<file path="src/rtl/instr_encoder_loader.sv">
// Instruction encoder / loader: accepts decoded RV32I instruction fields
// (R, I-ALU, LOAD, STORE, BRANCH), encodes them into 32-bit words and writes
// them sequentially into an instruction memory starting at word address 0.
//
// Ports:
//   clk, rst_n        clock, synchronous active-low reset
//   start             begin a load session (honoured in IDLE/DONE only)
//   in_valid/ready    field handshake; ready only while accepting
//   in_class          0=R 1=I-ALU 2=LOAD 3=STORE 4=BRANCH (5..7 illegal)
//   in_last           item ends the session
//   in_rd/rs1/rs2     register indices
//   in_funct3/funct7  function fields
//   in_imm            immediate (13 bits, BRANCH uses bit 12)
//   mem_we/addr/wdata instruction-memory write port
//   count             words written in this session
//   busy, done, err   status; err is sticky until the next start

module instr_encoder_loader #(
    parameter int ADDR_W = 8
) (
    input  logic              clk,
    input  logic              rst_n,
    input  logic              start,
    input  logic              in_valid,
    output logic              in_ready,
    input  logic [2:0]        in_class,
    input  logic              in_last,
    input  logic [4:0]        in_rd,
    input  logic [4:0]        in_rs1,
    input  logic [4:0]        in_rs2,
    input  logic [2:0]        in_funct3,
    input  logic [6:0]        in_funct7,
    input  logic [12:0]       in_imm,
    output logic              mem_we,
    output logic [ADDR_W-1:0] mem_addr,
    output logic [31:0]       mem_wdata,
    output logic [ADDR_W:0]   count,
    output logic              busy,
    output logic              done,
    output logic              err
);

    typedef enum logic [1:0] {
        IDLE,
        ACCEPT,
        WRITE,
        DONE
    } state_t;

    localparam logic [ADDR_W-1:0] ADDR_MAX = '1;

    state_t      state;
    logic        last_q;
    logic        legal;
    logic [31:0] enc;

    // Status outputs are pure decodes of the state register, so they
    // change only on clock edges and need no extra flops.
    assign in_ready = (state == ACCEPT);
    assign busy     = (state == ACCEPT) || (state == WRITE);
    assign done     = (state == DONE);
    assign mem_we   = (state == WRITE);

    // Field packing per instruction class; fields a class does not use
    // never reach the encoded word.
    always_comb begin
        enc   = '0;
        legal = 1'b1;
        case (in_class)
            3'd0: enc = {in_funct7, in_rs2, in_rs1, in_funct3,
                         in_rd, 7'h33};
            3'd1: enc = {in_imm[11:0], in_rs1, in_funct3,
                         in_rd, 7'h13};
            3'd2: enc = {in_imm[11:0], in_rs1, in_funct3,
                         in_rd, 7'h03};
            3'd3: enc = {in_imm[11:5], in_rs2, in_rs1, in_funct3,
                         in_imm[4:0], 7'h23};
            3'd4: begin
                enc   = {in_imm[12], in_imm[10:5], in_rs2, in_rs1,
                         in_funct3, in_imm[4:1], in_imm[11], 7'h63};
                // Branch offsets are halfword aligned.
                legal = ~in_imm[0];
            end
            default: legal = 1'b0;
        endcase
    end

    always_ff @(posedge clk) begin
        if (!rst_n) begin
            state     <= IDLE;
            mem_addr  <= '0;
            count     <= '0;
            mem_wdata <= '0;
            err       <= 1'b0;
            last_q    <= 1'b0;
        end else begin
            case (state)
                IDLE, DONE: begin
                    if (start) begin
                        state    <= ACCEPT;
                        mem_addr <= '0;
                        count    <= '0;
                        err      <= 1'b0;
                    end
                end
                ACCEPT: begin
                    if (in_valid) begin
                        if (legal) begin
                            mem_wdata <= enc;
                            last_q    <= in_last;
                            state     <= WRITE;
                        end else begin
                            // Illegal items are swallowed without a write.
                            err   <= 1'b1;
                            state <= in_last ? DONE : ACCEPT;
                        end
                    end
                end
                WRITE: begin
                    count <= count + (ADDR_W + 1)'(1);
                    // The top address ends the session; the pointer
                    // saturates instead of wrapping back to 0.
                    if (mem_addr == ADDR_MAX) begin
                        state <= DONE;
                    end else begin
                        mem_addr <= mem_addr + ADDR_W'(1);
                        state    <= last_q ? DONE : ACCEPT;
                    end
                end
                default: state <= IDLE;
            endcase
        end
    end

endmodule

</file>
<file path="config.mk">
export PLATFORM = sky130hd
export DESIGN_NAME = instr_encoder_loader
export DESIGN_NICKNAME = d
export VERILOG_FILES = /design/src/rtl/instr_encoder_loader.sv
export SDC_FILE = /design/constraint.sdc
export NUM_CORES = 1
export LEC_CHECK = 0
export CORE_ASPECT_RATIO = 2
export CORE_UTILIZATION = 49
export CTS_BUF_LIST = sky130_fd_sc_hd__clkbuf_4
export CTS_CLUSTER_SIZE = 12
export DETAILED_ROUTE_END_ITERATION = 12
export GPL_ROUTABILITY_DRIVEN = 0
export HOLD_SLACK_MARGIN = 0.03
export PLACE_DENSITY = 0.95
export SLEW_MARGIN = 0
export SYNTH_ARGS = -nofsm -noshare
export SYNTH_HDL_FRONTEND = slang
export SYNTH_SLANG_ARGS = --single-unit
</file>
<file path="constraint.sdc">
create_clock -name clk -period 5.7 [get_ports clk]
set_clock_uncertainty 0.15 [all_clocks]
set_input_delay 0.57 -clock clk [delete_from_list [all_inputs] [get_ports clk]]
set_output_delay 0.57 -clock clk [all_outputs]
set_load 0.02 [all_outputs]
</file>
After elaboration in Yosys (flattened, before gate mapping)
Cells that the tools add are included.
Word-level totals
  register bits after elaboration: 53
  input bits: 46
Cells by class
  equality and inequality tests: 12
  add/sub/neg operators: 2
  bitwise operators: 1
  multiplexer cells: 18
  reductions and logical operators: 12
Operator list (number)
  32-bit case mux with 5 select lines: 1
  9-bit case mux with 2 select lines: 1
  8-bit two-way mux: 2
  8-bit case mux with 2 select lines: 1
  2-bit two-way mux: 6
  9-bit by 1-bit adder with 9-bit output (second input constant): 1
  9-bit two-way mux: 1
  8-bit by 1-bit adder with 8-bit output (second input constant): 1
  8-bit equality test (second input constant): 1
  2-bit inequality test (second input constant): 4
  3-bit by 2-bit equality test with 1-bit output (second input constant): 2
  2-bit case mux with 3 select lines: 1
  3-bit AND reduction: 2
  2-bit equality test (second input constant): 2
  1-bit case mux with 2 select lines: 2
  2-bit AND reduction: 2
  4-bit AND reduction: 1
  2-bit nonzero test: 2
  4-bit OR reduction: 1
  3-bit by 1-bit equality test with 1-bit output (second input constant): 1
  3-bit equality test (second input constant): 1
  3-bit zero test: 1
  1-bit two-way mux: 3
  2-bit by 1-bit equality test with 1-bit output (second input constant): 1
  4 further kinds: 4

Longest topological paths before layout
  depth after elaboration: 6
  gate-level depth with buffers: 7

Least setup slack after synthesis
Ideal clock, no wire load.
  path type: register to register
  start point: register state[0]
  end point: register mem_addr[5]
  arrival: 1799 ps
  buffers on the path: 1
  clock period less this slack: 2020 ps
  setup slack: 3680 ps
  library setup time: 71 ps
  stages on the path, launching flop included: 8
  path through: dfxtp_1 > inv_1 > ha_1 > clkbuf_8 > mux2i_1 > a41o_2 > or4_1 > a21oi_1
Between the ends
  elaborated cells between the ends (all ways): 9
  those cells by class: eq/ne: 4; mux: 1; reduce/logical: 4
RTL lines
  start, declared: line 52  | state_t state;
  start signal, assigned: line 115  | state <= in_last ? DONE : ACCEPT;
  start signal, assigned: line 127  | state <= last_q ? DONE : ACCEPT;
  2-bit equality test *
  net mem_we: line 34  | output logic mem_we,
  2-bit inequality test (no source line) or 2-bit nonzero test (tied branches)
  3-bit AND reduction (no source line)
  end signal, assigned: line 126  | mem_addr <= mem_addr + ADDR_W'(1);
  end, declared: line 35  | output logic [ADDR_W-1:0] mem_addr,
The timed path passes the listed nets; every way through them passes the cells marked *.
A chain may end at the register's enable or synchronous reset.

Worst setup path in the final report
  start point: input in_class[0]
  end point: register mem_wdata[29]
Between the ends
  cells in the longest elaborated chain, start to end: 4
  elaborated cells between the ends (all ways): 9
  those cells by class: eq/ne: 4; mux: 2; reduce/logical: 3
RTL lines
  start, declared: line 26  | input logic [2:0] in_class,
  3-bit by 2-bit equality test with 1-bit output (tied with other cells): line 69  | case (in_class)
  4-bit OR reduction (no source line)
  1-bit case mux with 2 select lines: line 69
  3-bit AND reduction (no source line)
  end signal, assigned: line 109  | mem_wdata <= enc;
  end, declared: line 36  | output logic [31:0] mem_wdata,
Parallel ways exist; a longest one is shown, timed or not.

==> impl_metrics.ini <==
[cells_and_area]
diodes = 0
drive_gt1_frac = 0.0515
instances_no_fill = 445
synthToLayoutAreaGrowth_pct = 39.5
final_common_cell = clkdlybuf4s50_1
layout_common_cells = 97 x clkdlybuf4s50_1, 50 x dfxtp_1, 39 x a21oi_1
fin_nets = 438

[pwr]
vdd_drop_max_mv = 0.211
finalPower_mw = 0.819
power_density_mw_per_mm2 = 230
leakage_nw = 1.27

[clock_network]
clk_pin_slew_ps = 130
post_cts_buffers = 0
htreeDepth = 2
cts_buffers = 5
cts_resized = 0
clock_latency_ps = 360
cts_tree = yes
cts.sinks = 50
clockBufferDepth = 2
hold_buffers = 0
cts-root-buf = clkbuf_4

[die]
fp-row-count = 36
coreArea_mm2 = 0.00495
pin_count = 100
die_area_mm2 = 0.00552
die_y_um = 104
dieWidth_um = 53.1
initial_utilization = 0.516

[logic_synthesis]
synth.avg_cell_area_um2 = 8.46
syn_inst = 302
ys_ff_latch = 50
syn-cell-area_mm2 = 0.00255
synthArstFlopShare = 0
synth_flop_cell = dfxtp_1
ys_seq_area_frac = 0.392
yosysWarnings = 0
ys_types = 46
synth_edf_count = 0

[worst_setup_path]
worstSetupEndpointType = flip-flop
crit_required_ps = 5810
r2r_setup_slack_ps = 3490
worst_setup_path_start_kind = primary input
crit_fanout = 46
critPathKind = in -> reg
crit_arrival_ps = 2850

[global_routing]
antenna_found_initial = 0
grt_start_max_net_pins = 47
grt_pass1_wl_um = 10700
overflow = 0
grt_use_total = 0.255
grt_pass1_vias = 2377

[status]
status = finished clean

[route]
vias = 2474
drtIter0Drc = 54
wl_um = 6700
via_per_inst = 5.56
route.detailed.drc = 0
first_pass_iters = 4
drt-wirelength-per-cell_um = 15.1
ant_nets = 0

[sta]
clock.fmax_mhz = 365
slew_viol_final = 0
slew_headroom = 0.365
hold_violations = 0
grt_setup_unrepaired = false
finalCriticalPeriod_ps = 2740
tns_ps = 0
finalSetupViolations = 0
tightest_slew_ps = 950
period_share = 0.480

[place]
port_buffers = 97
post-dp-hpwl_um = 5140
dpl.cell_count = 437

[worst_hold_path]
hp-class = reg -> reg

[job]
max-cap-violations = 0
-- report_power, final --
group	leakage, nW	internal [mW]	switching, mW
clock network	0.0450	0.0910	0.109
registers	0.405	0.370	0.0120
logic	0.819	0.111	0.127
total	1.27	0.571	0.248
-- worst max-delay path, cell delays in order --
cell and delay (ps):
clkdlybuf4s50_1 870, o31ai_4 490, and3_1 200, buf_4 380, nor2_1 70, a211oi_1 240
-- Yosys cell counts, types with 7 or more instances --
master    count  share of area
a21oi_1      39          0.076
o21ai_0      12          0.024
mux2i_1      18          0.071
a211oi_1     12          0.035
o21ai_1       7          0.014
nor2b_1      10          0.024
nand2_1      35          0.051
dfxtp_1      50           0.39
nor2_1       20          0.029
buf_2         8          0.016
-- kinds of logic after synthesis --
family	share of synthesized area
other	0.00147
AND/OR/NAND/NOR	0.193
flip-flops	0.392
XOR/XNOR	0.0240
AO/OA/AOI/OAI	0.219
buffers and inverters	0.0607
multiplexers	0.0852
adder cells (fa/ha/maj)	0.0245
-- flip-flops by register name, summed over array words and instances, names as in the netlist --
register,count
err,1
state,2
count,9
mem_wdata,29
last_q,1
mem_addr,8
-- final cells by class --
type                            count  area [um2]
Timing Repair Buffer              100         993
Inverter                            5        18.8
Fill cell                         389        1390
Clock inverter                      3        40.0
Sequential cell                    50        1000
Tap cell                           57        71.3
Clock buffer                        5        37.5
Multi-Input combinational cell    225        1400
-- per-layer routing --
metal	wire length, um	GRT usage	share of wire	up-vias
met5	0	0	0	-
met4	159	0.0996	0.024	0
met3	335	0.0468	0.050	11
met2	3790	0.486	0.57	86
met1	2420	0.249	0.36	1133
li1	-	-	-	1244
-- per-stage QoR --
step	instance area (um2)	hold slack, ps	worst slack [ps]	util
floorplan	2560	283	3680	-
global placement	3490	289	2640	0.704
detailed placement	3490	294	2600	0.704
CTS	3560	312	2980	0.719
global route	3560	336	2750	0.719
finish	3560	308	2960	0.719
-- worst paths after layout --
| kind | startpoint | to | cells after the start |
|---|---|---|---|
| min reg2reg | mem_wdata[6] | mem_wdata[6] | 2 |
| max reg2reg | state[0] | mem_addr[5] | 6 |
| max | in_class[0] | mem_wdata[29] | 6 |
| min | mem_wdata[6] | mem_wdata[6] | 2 |
Note: power is estimated with default switching activity, not from simulation.
